==> config.mk <==
export PLATFORM = sky130hd
export DESIGN_NAME = vend_ctrl
export DESIGN_NICKNAME = d
export VERILOG_FILES = /design/src/rtl/vend_ctrl.sv
export SDC_FILE = /design/constraint.sdc
export NUM_CORES = 1
export LEC_CHECK = 0
export ABC_AREA = 1
export CORE_ASPECT_RATIO = 1.2
export CORE_MARGIN = 3
export CORE_UTILIZATION = 35
export CTS_CLUSTER_SIZE = 10
export DETAILED_ROUTE_END_ITERATION = 8
export HOLD_SLACK_MARGIN = 0.03
export PLACE_DENSITY = 0.63
export SYNTH_ARGS = -nofsm -noshare
export SYNTH_HDL_FRONTEND = slang
export SYNTH_SLANG_ARGS = --single-unit
export TNS_END_PERCENT = 30
==> constraint.sdc <==
create_clock -name clk -period 2.8 [get_ports clk]
set_input_delay 0.28 -clock clk [delete_from_list [all_inputs] [get_ports clk]]
set_output_delay 0.28 -clock clk [all_outputs]
set_load 0.02 [all_outputs]
==> src/rtl/vend_ctrl.sv <==
// Main control FSM of the auto-buy vending machine: item selection, payment in
// half-yuan units, dispensing with change, and refund on cancel or inactivity.
module vend_ctrl #(
   parameter logic [7:0] PRICE0    = 8'd4,
   parameter logic [7:0] PRICE1    = 8'd5,
   parameter logic [7:0] PRICE2    = 8'd7,
   parameter logic [7:0] PRICE3    = 8'd10,
   parameter logic [3:0] TIMEOUT_S = 4'd10
) (
   input  logic       clk,
   input  logic       rstn,
   input  logic       key_sel,
   input  logic       key_ok,
   input  logic       key_cancel,
   input  logic       coin_half,
   input  logic       coin_one,
   input  logic       tick_1s,
   input  logic       flag_2s,
   output logic       flag_charge,
   output logic [1:0] state,
   output logic [1:0] item_idx,
   output logic [7:0] price,
   output logic [7:0] money_sum,
   output logic [7:0] change_out,
   output logic       goods_out,
   output logic       coin_reject
);

   typedef enum logic [1:0] {
      ST_IDLE     = 2'd0,
      ST_PAY      = 2'd1,
      ST_DISPENSE = 2'd2,
      ST_REFUND   = 2'd3
   } state_t;

   state_t     r_state,  w_state_n;
   logic [1:0] r_item,   w_item_n;
   logic [7:0] r_price,  w_price_n;
   logic [7:0] r_money,  w_money_n;
   logic [7:0] r_change, w_change_n;
   logic       r_goods,  w_goods_n;
   logic       r_charge, w_charge_n;
   logic       r_reject, w_reject_n;
   logic [3:0] r_sec,    w_sec_n;

   logic       w_coin_any;
   logic [7:0] w_coin_val;
   logic [7:0] w_sum_next;
   logic [3:0] w_sec_inc;

   // half = 1 unit, one = 2 units; both together give 3
   assign w_coin_val = {6'd0, coin_one, coin_half};
   assign w_coin_any = coin_half | coin_one;
   assign w_sum_next = r_money + w_coin_val;
   assign w_sec_inc  = r_sec + 4'd1;

   always_comb begin
      w_state_n  = r_state;
      w_item_n   = r_item;
      w_money_n  = r_money;
      w_change_n = r_change;
      w_goods_n  = r_goods;
      w_charge_n = r_charge;
      w_reject_n = 1'b0;
      w_sec_n    = r_sec;
      // price follows the registered item index, one cycle behind
      case (r_item)
         2'd0:    w_price_n = PRICE0;
         2'd1:    w_price_n = PRICE1;
         2'd2:    w_price_n = PRICE2;
         default: w_price_n = PRICE3;
      endcase

      case (r_state)
         ST_IDLE: begin
            w_reject_n = w_coin_any;
            if (key_ok) begin
               w_state_n = ST_PAY;
               w_money_n = 8'd0;
               w_sec_n   = 4'd0;
            end else if (key_sel) begin
               w_item_n = r_item + 2'd1;
            end
         end
         ST_PAY: begin
            if (key_cancel) begin
               w_state_n  = ST_REFUND;
               w_money_n  = w_sum_next;
               w_change_n = w_sum_next;
               w_charge_n = 1'b1;
            end else if (w_coin_any) begin
               w_money_n = w_sum_next;
               w_sec_n   = 4'd0;
               if (w_sum_next >= r_price) begin
                  w_state_n  = ST_DISPENSE;
                  w_goods_n  = 1'b1;
                  w_charge_n = 1'b1;
                  w_change_n = w_sum_next - r_price;
               end
            end else if (tick_1s) begin
               w_sec_n = w_sec_inc;
               if (w_sec_inc >= TIMEOUT_S) begin
                  w_sec_n = 4'd0;
                  if (r_money != 8'd0) begin
                     w_state_n  = ST_REFUND;
                     w_change_n = r_money;
                     w_charge_n = 1'b1;
                  end else begin
                     w_state_n = ST_IDLE;
                  end
               end
            end
         end
         ST_DISPENSE, ST_REFUND: begin
            // outputs hold until the timer's 2 s charge period completes
            w_reject_n = w_coin_any;
            if (flag_2s) begin
               w_state_n  = ST_IDLE;
               w_money_n  = 8'd0;
               w_change_n = 8'd0;
               w_goods_n  = 1'b0;
               w_charge_n = 1'b0;
            end
         end
         default: w_state_n = ST_IDLE;
      endcase
   end

   always_ff @(posedge clk or negedge rstn) begin
      if (!rstn) begin
         r_state  <= ST_IDLE;
         r_item   <= 2'd0;
         r_price  <= PRICE0;
         r_money  <= 8'd0;
         r_change <= 8'd0;
         r_goods  <= 1'b0;
         r_charge <= 1'b0;
         r_reject <= 1'b0;
         r_sec    <= 4'd0;
      end else begin
         r_state  <= w_state_n;
         r_item   <= w_item_n;
         r_price  <= w_price_n;
         r_money  <= w_money_n;
         r_change <= w_change_n;
         r_goods  <= w_goods_n;
         r_charge <= w_charge_n;
         r_reject <= w_reject_n;
         r_sec    <= w_sec_n;
      end
   end

   assign state       = r_state;
   assign item_idx    = r_item;
   assign price       = r_price;
   assign money_sum   = r_money;
   assign change_out  = r_change;
   assign goods_out   = r_goods;
   assign flag_charge = r_charge;
   assign coin_reject = r_reject;

endmodule

## Word-level counts from Yosys, hierarchy flattened

Index checks and enable logic that the tools add are counted.

| word-level totals | value |
|---|---|
| flip-flop bits (word level) | 35 |
| output and inout port bits | 31 |

| operators by class | value |
|---|---|
| add/subtract/negate cells | 4 |
| magnitude comparators | 2 |
| equal/unequal tests | 16 |
| multiplexer cells | 40 |
| bitwise gates (word level) | 2 |
| reductions and logical operators | 13 |

Operator list:

| kind | number |
|---|---|
| 8-bit two-way mux | 10 |
| 8-bit case mux with 3 select lines | 1 |
| 4-bit two-way mux | 5 |
| 2-bit two-way mux | 8 |
| 4-bit inequality test (second input constant) | 4 |
| 8-bit case mux with 2 select lines | 1 |
| 4-bit case mux with 3 select lines | 1 |
| 1-bit two-way mux | 10 |
| 2-bit inequality test (second input constant) | 5 |
| 5-bit AND reduction | 2 |
| 8-bit by 2-bit adder with 8-bit output | 1 |
| 8-bit greater-or-equal comparator | 1 |
| 4-bit case mux with 2 select lines | 1 |
| 8-bit nonzero test | 1 |
| 8-bit subtractor | 1 |
| 2-bit equality test (second input constant) | 3 |
| 3-bit inequality test (second input constant) | 2 |
| 2-bit case mux with 3 select lines | 1 |
| 3-bit AND reduction | 2 |
| 6-bit AND reduction | 1 |
| 4-bit by 1-bit adder with 4-bit output (second input constant) | 1 |
| 2-bit by 1-bit equality test with 1-bit output (second input constant) | 2 |
| 4-bit greater-or-equal comparator (second input constant) | 1 |
| 2-bit logical NOT | 2 |
| 8 further kinds | 10 |

## Longest topological paths before layout

Gate-level depths: netlist of run 1.

| depth | value |
|---|---|
| depth in word-level cells | 7 |
| depth in mapped cells | 17 |
| depth with buffers taken out | 17 |

## Worst setup path before layout of run 1

Ideal clock, no wire load.

| timing path | value |
|---|---|
| path type | reg2reg |
| from | register r_money[0], in the netlist money_sum[0] |
| to | register r_change[6], in the netlist change_out[6] |
| setup time | 118 ps |
| data arrival time | 2437 ps |
| required time | 2682 ps |
| setup slack | 245 ps |
| stages on the path, launching flop included | 17 |
| path buffers | 0 |
| period minus slack after synthesis | 2555 ps |
| path through | dfrtp_1 ha_1 fa_1 nand2_1 inv_1 nor2_1 ha_1 nand2_1 nor2_1 nor2_1 nand3_1 nor2_2 nand3_2 nand2_2 nor2_4 nand2_1 nand2_1 |

| on the way | value |
|---|---|
| word-level cells in the longest chain between the ends | 6 |

RTL lines:

| what | RTL line | RTL |
|---|---|---|
| start, declared | 39 | `logic [7:0] r_money, w_money_n;` |
| start signal, assigned | 144 | `r_money <= w_money_n;` |
| 8-bit by 2-bit adder with 8-bit output | 54 | `assign w_sum_next = r_money + w_coin_val;` |
| 8-bit subtractor | 98 | `w_change_n = w_sum_next - r_price;` |
| 8-bit two-way mux | 94 | `if (w_sum_next >= r_price) begin` |
| 8-bit two-way mux | 91 | `end else if (w_coin_any) begin` |
| 8-bit two-way mux | 86 | `if (key_cancel) begin` |
| 8-bit case mux with 2 select lines | 74 | `case (r_state)` |
| end signal, assigned | 145 | `r_change <= w_change_n;` |
| end, declared | 40 | `logic [7:0] r_change, w_change_n;` |

Parallel ways exist; a longest one is shown, timed or not. The select of a mux whose other input is x is not followed.
A chain may end at the register's enable or synchronous reset.

## Final worst setup path of run 1

| timing path | value |
|---|---|
| from | input coin_half |
| to | register r_change[6], in the netlist change_out[6] |

| on the way | value |
|---|---|
| word-level cells in the longest chain between the ends | 6 |

RTL lines:

| what | RTL line | RTL |
|---|---|---|
| start, declared | 15 | `input logic coin_half,` |
| 8-bit by 2-bit adder with 8-bit output | 54 |  |
| 8-bit subtractor | 98 |  |
| 8-bit two-way mux | 94 |  |
| 8-bit two-way mux | 91 |  |
| 8-bit two-way mux | 86 |  |
| 8-bit case mux with 2 select lines | 74 |  |

Parallel ways exist; a longest one is shown, timed or not. The select of a mux whose other input is x is not followed.

==> impl_metrics.toml, run 1 <==
[worst_setup_path]
slowest_delay_ns = 0.55
cpMaxStageDelayCell = "fa_2"
crit_chain = "clkdlybuf4s50_1 > ha_2 > fa_2 > inv_1 > fa_1 > nor2_1 > nor2_1 > nand3_1 > nor2_2 > nand3_2 > nand4_2 > nand2_1 > nand2_1"
crit_path_end_kind = "flop"
path_class = "in2reg"
r2r_end = "change_out[6]"
worstPathMaxFanout = 9
r2r_slack_ns = 0.23
cp.required_ns = 2.97
ff2ff_path_depth = 12
cp_data_arrival_time_ns = 2.82
reg2reg_from = "money_sum[0]"
cp-start-kind = "input port"

[route]
post_drt_via_cell_ratio = 4.84
drc = 0
first_pass_iters = 4
drtAntennaViolNets = 0
drt_iter0_drc = 118
avgRoutedWirePerCell_um = 12.9
routed_wl_um = 4960
vias = 1860

[yosys]
synth_area_leaders = "dfrtp_1 37%, nand2_1 13%, inv_1 7.8%, ha_1 6.2%, nor2_1 5.2%"
synth_top_area_frac = 0.371
syn_area_per_cell_um2 = 7.53
yosysUniqueCellTypes = 35
synth_area_um2 = 2020
syn_inst = 269
seq_area_frac_synth = 0.384
ys_ff_latch = 31
yosysWarningCount = 0
synth_area_leader_cell = "dfrtp_1"

[cells_and_area]
utilization = 0.486
finalNonFillerCells = 384
nNetsFinal = 343
mostFrequentLayoutCell = "nand2_1"
drive_gt1_frac = 0.149
diodes = 0
fillerInstances = 558
area_growth_pct = 30.8
layout_common_cells = "72 x nand2_1, 42 x inv_1, 35 x clkdlybuf4s50_1"

[global_route]
grt_pass1_wl_um = 8230
grt-ovfl-total = 0
grt_use_total = 0.163
antenna_found_initial = 0
grt_pass1_vias = 1861
grt_max_degree = 32

[cts]
htreeDepth = 2
clk_latency_ns = 0.28
cts_buffers = 5
clk_pin_slew_worst_paths_ns = 0.06
cts_tree = "yes"
postCtsSetupBuffers = 0
clk_path_buf_depth = 2
cts_root_buf = "clkbuf_8"
cts.sinks = 31

[sta]
skew_ns = 0.00195
slew_viol_final = 0
hold_slack_ns = 0.391
finalHoldViolCount = 0
finalCriticalPeriod_ns = 2.65
setup_ws_ns = 0.153
final-setup-viol-count = 0
max_freq_mhz = 378
finalCritPeriodShare = 0.945

[hold_path]
hold_class = "in2async"

[power]
vdd_drop_max_mv = 0.600
power_per_cell_area_nw_per_um2 = 1080
leakagePower_nw = 1.30
total_power_mw = 2.87

[floorplan]
die-area_um2 = 6740
num_rows = 29
die_height_um = 89.3
start_util = 0.372
io_pins = 40
core_area_um2 = 5440
die-width_um = 75.4

[placement]
io_buffers = 35
dp_slack_ns = -0.294
dp_hpwl_um = 3890
dp_cells = 377
place_congestion = 0.873

[run_status]
run_status = "finished, final reports clean"

[flow_run]
maxCapViolCount = 0
report_power, final:
| group | total, mW | internal, mW | switching (mW) |
|---|---|---|---|
| Clock | 0.420 | 0.260 | 0.159 |
| Sequential | 0.723 | 0.604 | 0.120 |
| Combinational | 1.72 | 0.746 | 0.978 |
| Total | 2.87 | 1.61 | 1.26 |
per-layer routing:
metal,GRT usage,share of wire,vias up
met1,0.198,0.44,859
met3,0.0349,0.038,8
met2,0.281,0.50,43
li1,-,-,950
met5,0,0,-
met4,0.0572,0.019,0
flip-flops by register name (all words and copies together), names as in the netlist:
register	flops
item_idx	2
flag_charge	1
coin_reject	1
price	4
goods_out	1
r_sec	4
state	2
change_out	8
money_sum	8
kinds of logic (layout without fill, tap and decap cells):
family          Yosys count  after routing  share of synthesized area
compound gates           35             35                      0.101
xor+xnor                  5              5                     0.0253
fa+ha+maj                12             12                     0.0816
buf+inv                  50            100                      0.104
flops                    31             31                      0.384
other cells               1              4                    0.00185
simple gates            135            135                      0.302
how the worst max path moves through the flow:
stage,from,endpoint,cells past startpoint
finish,coin_half,change_out[6],13
CTS,coin_half,change_out[5],17
detailed placement,coin_half,change_out[5],17
global placement,coin_half,change_out[5],17
global route,coin_half,change_out[6],13
floorplan,money_sum[0],change_out[6],16
cell usage after synthesis:
| master | number |
|---|---|
| a21oi_1 | 6 |
| a22oi_1 | 1 |
| a31oi_1 | 1 |
| buf_2 | 1 |
| buf_4 | 4 |
| buf_6 | 1 |
| conb_1 | 1 |
| dfrtp_1 | 30 |
| dfstp_2 | 1 |
| fa_1 | 2 |
| ha_1 | 10 |
| inv_1 | 42 |
| inv_2 | 2 |
| nand2_1 | 72 |
| nand2_2 | 6 |
| nand3_1 | 11 |
| nand3_2 | 5 |
| nand3b_1 | 1 |
| nand4_1 | 2 |
| nand4_2 | 1 |
| nor2_1 | 28 |
| nor2_2 | 4 |
| nor2_4 | 1 |
| nor3_1 | 2 |
| nor3b_1 | 1 |
| o211ai_1 | 1 |
| o21ai_0 | 8 |
| o21ai_1 | 3 |
| o21ai_2 | 1 |
| o221ai_1 | 1 |
| o22ai_1 | 13 |
| or2_2 | 1 |
| xnor2_1 | 2 |
| xor2_1 | 2 |
| xor2_2 | 1 |
final cells by class:
| cell class | instances | area [µm²] | share of cell area |
|---|---|---|---|
| Clock buffer | 6 | 72.6 | 0.0274 |
| Inverter | 44 | 165 | 0.0624 |
| Multi-Input combinational cell | 191 | 1070 | 0.404 |
| Sequential cell | 31 | 777 | 0.293 |
| Tap cell | 62 | 77.6 | 0.0293 |
| Timing Repair Buffer | 49 | 455 | 0.172 |
| Clock inverter | 1 | 30.0 | 0.0113 |
timing repair:
action                     CTS  global route
hold buffers                 0             0
setup endpoints to repair    1            12
pin swaps                    0             2
gates resized for setup      1             4
gates cloned                 0             0
critical path, delay by kind of cell:
| family | cells | cell delay [ns] |
|---|---|---|
| fa+ha+maj | 3 | 1.21 |
| simple gates | 8 | 0.80 |
| buf+inv | 2 | 0.53 |
through the flow:
step / setup TNS, ns / area, µm²
global route: -0.0527 / 2650
finish: 0 / 2650
detailed placement: -2.26 / 2520
global placement: -1.53 / 2520
CTS: 0 / 2630
floorplan: 0 / 2040
No activity file was read; power rests on OpenSTA's default activity.
==> run 2, diff against run 1 <==
--- a/config.mk
+++ b/config.mk
@@ -6,7 +6,6 @@
 export NUM_CORES = 1
 export LEC_CHECK = 0
 export ABC_AREA = 1
-export CORE_ASPECT_RATIO = 1.2
 export CORE_MARGIN = 3
 export CORE_UTILIZATION = 35
 export CTS_CLUSTER_SIZE = 10
==> run 2 against run 1 <==
Against the previous run: worst hold slack got worse by 0.010 ns; first-iteration DRC count is 5.1% higher; maximum frequency is 0.51% higher; clock skew grew 0.0032 ns; sequential power about the same; setup slack better by 0.013 ns; design area rose by 3.4%; flip-flop and latch count is the same; clock power increased by 11%; die area hardly changed.
==> impl_metrics.toml, run 2 (same netlist as run 1, synthesis figures left out) <==
[run_status]
run_status = "finished, final reports clean"

[global_route]
antenna_found_initial = 0
grt_pass1_vias = 1815
grt-ovfl-total = 0
grt_max_degree = 32
grt_pass1_wl_um = 8160
grt_use_total = 0.159

[cells_and_area]
area_growth_pct = 35.2
utilization = 0.494
mostFrequentLayoutCell = "nand2_1"
finalNonFillerCells = 399
fillerInstances = 579
drive_gt1_frac = 0.174
seqCellArea_um2 = 777
diodes = 0
layout_common_cells = "72 x nand2_1, 42 x inv_1, 35 x clkdlybuf4s50_1"
nNetsFinal = 347
multi_input_area_um2 = 1100

[cts]
cts_root_buf = "clkbuf_8"
htreeDepth = 2
ctsHoldBuffers = 0
clk_latency_ns = 0.29
clk_pin_slew_worst_paths_ns = 0.07
cts.sinks = 31
cts_buffers = 5
clk_path_buf_depth = 2
cts_tree = "yes"

[sta]
skew_ns = 0.00514
slew_viol_final = 0
finalCriticalPeriod_ns = 2.63
finalCritPeriodShare = 0.941
hold_slack_ns = 0.381
final-setup-viol-count = 0
rsz0062_at_grt = "no"
setup_ws_ns = 0.166
max_freq_mhz = 380
finalHoldViolCount = 0
setup-tns-final_ns = 0

[placement]
dp_slack_ns = -0.186
io_buffers = 35
dp_hpwl_um = 3840
place_congestion = 0.877
dp_cells = 390

[flow_run]
maxCapViolCount = 0

[floorplan]
num_rows = 27
core_area_um2 = 5540
die_height_um = 82.1
start_util = 0.365
io_pins = 40
die-width_um = 82.1
die-area_um2 = 6730

[worst_setup_path]
critical_path_buf_inv_count = 2
worstPathMaxFanout = 9
crit_chain = "clkdlybuf4s50_1 > ha_2 > fa_1 > inv_1 > fa_1 > nor2_1 > nor2_2 > nand3_1 > nor2_2 > nand3_2 > nand2_2 > nor2_4 > nand3_2 > nand2_1"
cp-start-kind = "input port"
crit_path_end_kind = "flop"
cpMaxStageDelayCell = "fa_1"
cp.required_ns = 3.03
cp_data_arrival_time_ns = 2.86
slowest_delay_ns = 0.50
crit_family = "adder cells"
path_class = "in2reg"

[route]
vias = 1900
drt_iter0_drc = 124
routed_wl_um = 5010
drtAntennaViolNets = 0
first_pass_iters = 4
post_drt_via_cell_ratio = 4.76
avgRoutedWirePerCell_um = 12.6
drc = 0

[power]
power_per_cell_area_nw_per_um2 = 1100
leakagePower_nw = 1.33
vdd_drop_max_mv = 0.482

[hold_path]
hold_class = "in2async"
-- run 2: repair_timing --
action / 4_1_cts / 5_1_grt
setup endpoints to repair: 0 / 11
setup buffers: 0 / 1
gates resized for setup: 0 / 10
-- run 2: final cells by class --
type / count / area share
inverters: 44 / 0.0604
flip-flops and latches: 31 / 0.284
well taps: 72 / 0.0329
multi-input cells: 191 / 0.402
repair buffers: 53 / 0.177
clock inverters: 2 / 0.0128
clock buffers: 6 / 0.0302
-- run 2: metrics by stage --
stage	instance area [µm²]	total power [mW]
after floorplan	2040	1.76
after global placement	2560	2.43
after detailed placement	2560	2.45
after CTS	2680	2.93
after global routing	2740	3.25
final	2740	3.01
-- run 2: metal layers --
metal / global-route usage / share of wire / vias up / wire length, µm
met3: 0.0329 / 0.045 / 9 / 224
met4: 0.0465 / 0.016 / 0 / 78
met2: 0.274 / 0.49 / 41 / 2460
met5: 0 / 0 / - / 0
met1: 0.201 / 0.45 / 895 / 2250
li1: - / - / 955 / -
-- run 2: report_power, final --
part           total [mW]  internal, mW  switching [mW]  leakage (nW)
registers           0.722         0.603           0.119         0.402
clock network       0.465         0.288           0.178        0.0612
logic                1.82         0.815            1.01         0.870
-- run 2: final timing paths --
path                               start       endpoint  slack, ns  cells past startpoint
setup / recovery               coin_half  change_out[7]       0.17                     14
hold / removal                      rstn    coin_reject       0.38                      2
setup reg to reg            money_sum[0]  change_out[7]       0.22                     13
hold reg to reg            change_out[1]  change_out[1]       0.48                      2
max in group asynchronous           rstn       price[2]       2.10                      2
min in group clk           change_out[1]  change_out[1]       0.48                      2
==> run 3, diff against run 2 <==
--- a/config.mk
+++ b/config.mk
@@ -6,7 +6,6 @@
 export NUM_CORES = 1
 export LEC_CHECK = 0
 export ABC_AREA = 1
-export CORE_MARGIN = 3
 export CORE_UTILIZATION = 35
 export CTS_CLUSTER_SIZE = 10
 export DETAILED_ROUTE_END_ITERATION = 8
==> run 3 against run 2 <==
Against the previous run: flip-flop and latch count unchanged; maximum frequency up 0.49%; register-to-register slack better by 0.02 ns; total power down 1.7%; utilization down 0.47 points; critical endpoint is now change_out[5].
==> impl_metrics.toml, run 3 (same netlist as run 1, synthesis figures left out) <==
[floorplan]
io_pins = 40
die-width_um = 78.1
core_area_um2 = 5540
die-area_um2 = 6090
start_util = 0.365
num_rows = 27
die_height_um = 78.1

[cells_and_area]
mostFrequentLayoutCell = "nand2_1"
design_area_um2 = 2710
finalNonFillerCells = 396
fillerInstances = 562
drive_gt1_frac = 0.167
nNetsFinal = 344
area_growth_pct = 33.9
layout_common_cells = "72 x nand2_1, 42 x inv_1, 35 x clkdlybuf4s50_1"
diodes = 0

[global_route]
grt_pass1_vias = 1770
grt_pass1_wl_um = 8140
antenna_found_initial = 0
grt-ovfl-total = 0
grt_use_total = 0.172
grt_max_degree = 32

[worst_setup_path]
path_class = "in2reg"
crit_path_end_kind = "flop"
cp-start-kind = "input port"
r2r_slack_ns = 0.24
cp.required_ns = 2.98
cp_data_arrival_time_ns = 2.80
worstPathMaxFanout = 4

[cts]
htreeDepth = 2
postCtsSetupBuffers = 0
clk_pin_slew_worst_paths_ns = 0.07
clk_latency_ns = 0.29
cts_root_buf = "clkbuf_8"
cts_buffers = 5
cts.sinks = 31
ctsHoldBuffers = 0
cts_tree = "yes"
postCtsResizedCells = 0
clk_path_buf_depth = 2

[power]
vdd_drop_max_mv = 0.505
leakagePower_nw = 1.32
power_per_cell_area_nw_per_um2 = 1090
total_power_mw = 2.96

[route]
post_drt_via_cell_ratio = 4.70
routed_wl_um = 4760
first_pass_iters = 4
drc = 0
avgRoutedWirePerCell_um = 12.0
drtAntennaViolNets = 0
drt_iter0_drc = 156
vias = 1863

[placement]
dp_cells = 388
io_buffers = 35
place_congestion = 0.841
dp_slack_ns = -0.274
dpl-instance-area_um2 = 2540
dp_hpwl_um = 3710

[sta]
finalCriticalPeriod_ns = 2.62
slew_viol_final = 0
finalCritPeriodShare = 0.936
max_freq_mhz = 382
skew_ns = 0.00474
setup_ws_ns = 0.179
final-setup-viol-count = 0
finalHoldViolCount = 0
setup-tns-final_ns = 0

[run_status]
run_status = "finished, final reports clean"

[hold_path]
hold_class = "in2async"

[flow_run]
maxCapViolCount = 0
-- run 3: cell types whose count changed in the layout (fill, tap and decap cells not counted) --
cell,before,now
o21ai_1,4,3
nor2_4,1,2
nand4_2,0,1
buf_4,18,15
nor2_2,8,7
nand4_4,1,0
o21ai_0,7,8
-- run 3: power breakdown --
part | leakage [nW] | switching (mW) | total [mW] | internal (mW)
Sequential | 0.402 | 0.118 | 0.721 | 0.603
Combinational | 0.856 | 0.992 | 1.77 | 0.780
Clock | 0.0612 | 0.175 | 0.463 | 0.288
Total | 1.32 | 1.29 | 2.96 | 1.67
-- run 3: metal layers --
| metal | part of all wire | track usage |
|---|---|---|
| met1 | 0.47 | 0.215 |
| met2 | 0.47 | 0.290 |
| met3 | 0.037 | 0.0407 |
| met4 | 0.020 | 0.0593 |
| met5 | 0 | 0 |
-- run 3: final timing paths --
check	to	cells past startpoint	from
setup / recovery	change_out[5]	16	coin_half
hold / removal	r_sec[3]	2	rstn
setup reg to reg	change_out[5]	15	money_sum[0]
hold reg to reg	change_out[2]	2	change_out[2]
max in group asynchronous	price[2]	2	rstn
min in group clk	change_out[2]	2	change_out[2]
-- run 3: cell type report --
class / instances / area, µm² / area share
well taps: 72 / 90.1 / 0.0332
clock buffers: 6 / 82.6 / 0.0305
flip-flops and latches: 31 / 777 / 0.287
multi-input cells: 191 / 1100 / 0.405
clock inverters: 2 / 35.0 / 0.0129
inverters: 44 / 165 / 0.0609
repair buffers: 50 / 463 / 0.171
-- run 3: worst max-delay path, stage by stage --
cell and delay (ns):
clkdlybuf4s50_1 0.44, ha_2 0.21, fa_1 0.41, nor2_1 0.20, nor2_4 0.07, ha_4 0.25, nand2_1 0.09, nor2_1 0.05
nor2_1 0.13, nor2_1 0.08, nor2_2 0.17, nand3_1 0.09, nand3_1 0.09, o21ai_0 0.11, nand2_1 0.08, nand2_1 0.05
-- run 3: through the flow --
step | hold WS (ns) | util
final | 0.380 | 0.489
after global routing | 0.427 | 0.489
after CTS | 0.393 | 0.480
after detailed placement | 0.464 | 0.459
after global placement | 0.461 | 0.459
after floorplan | -0.0156 | -
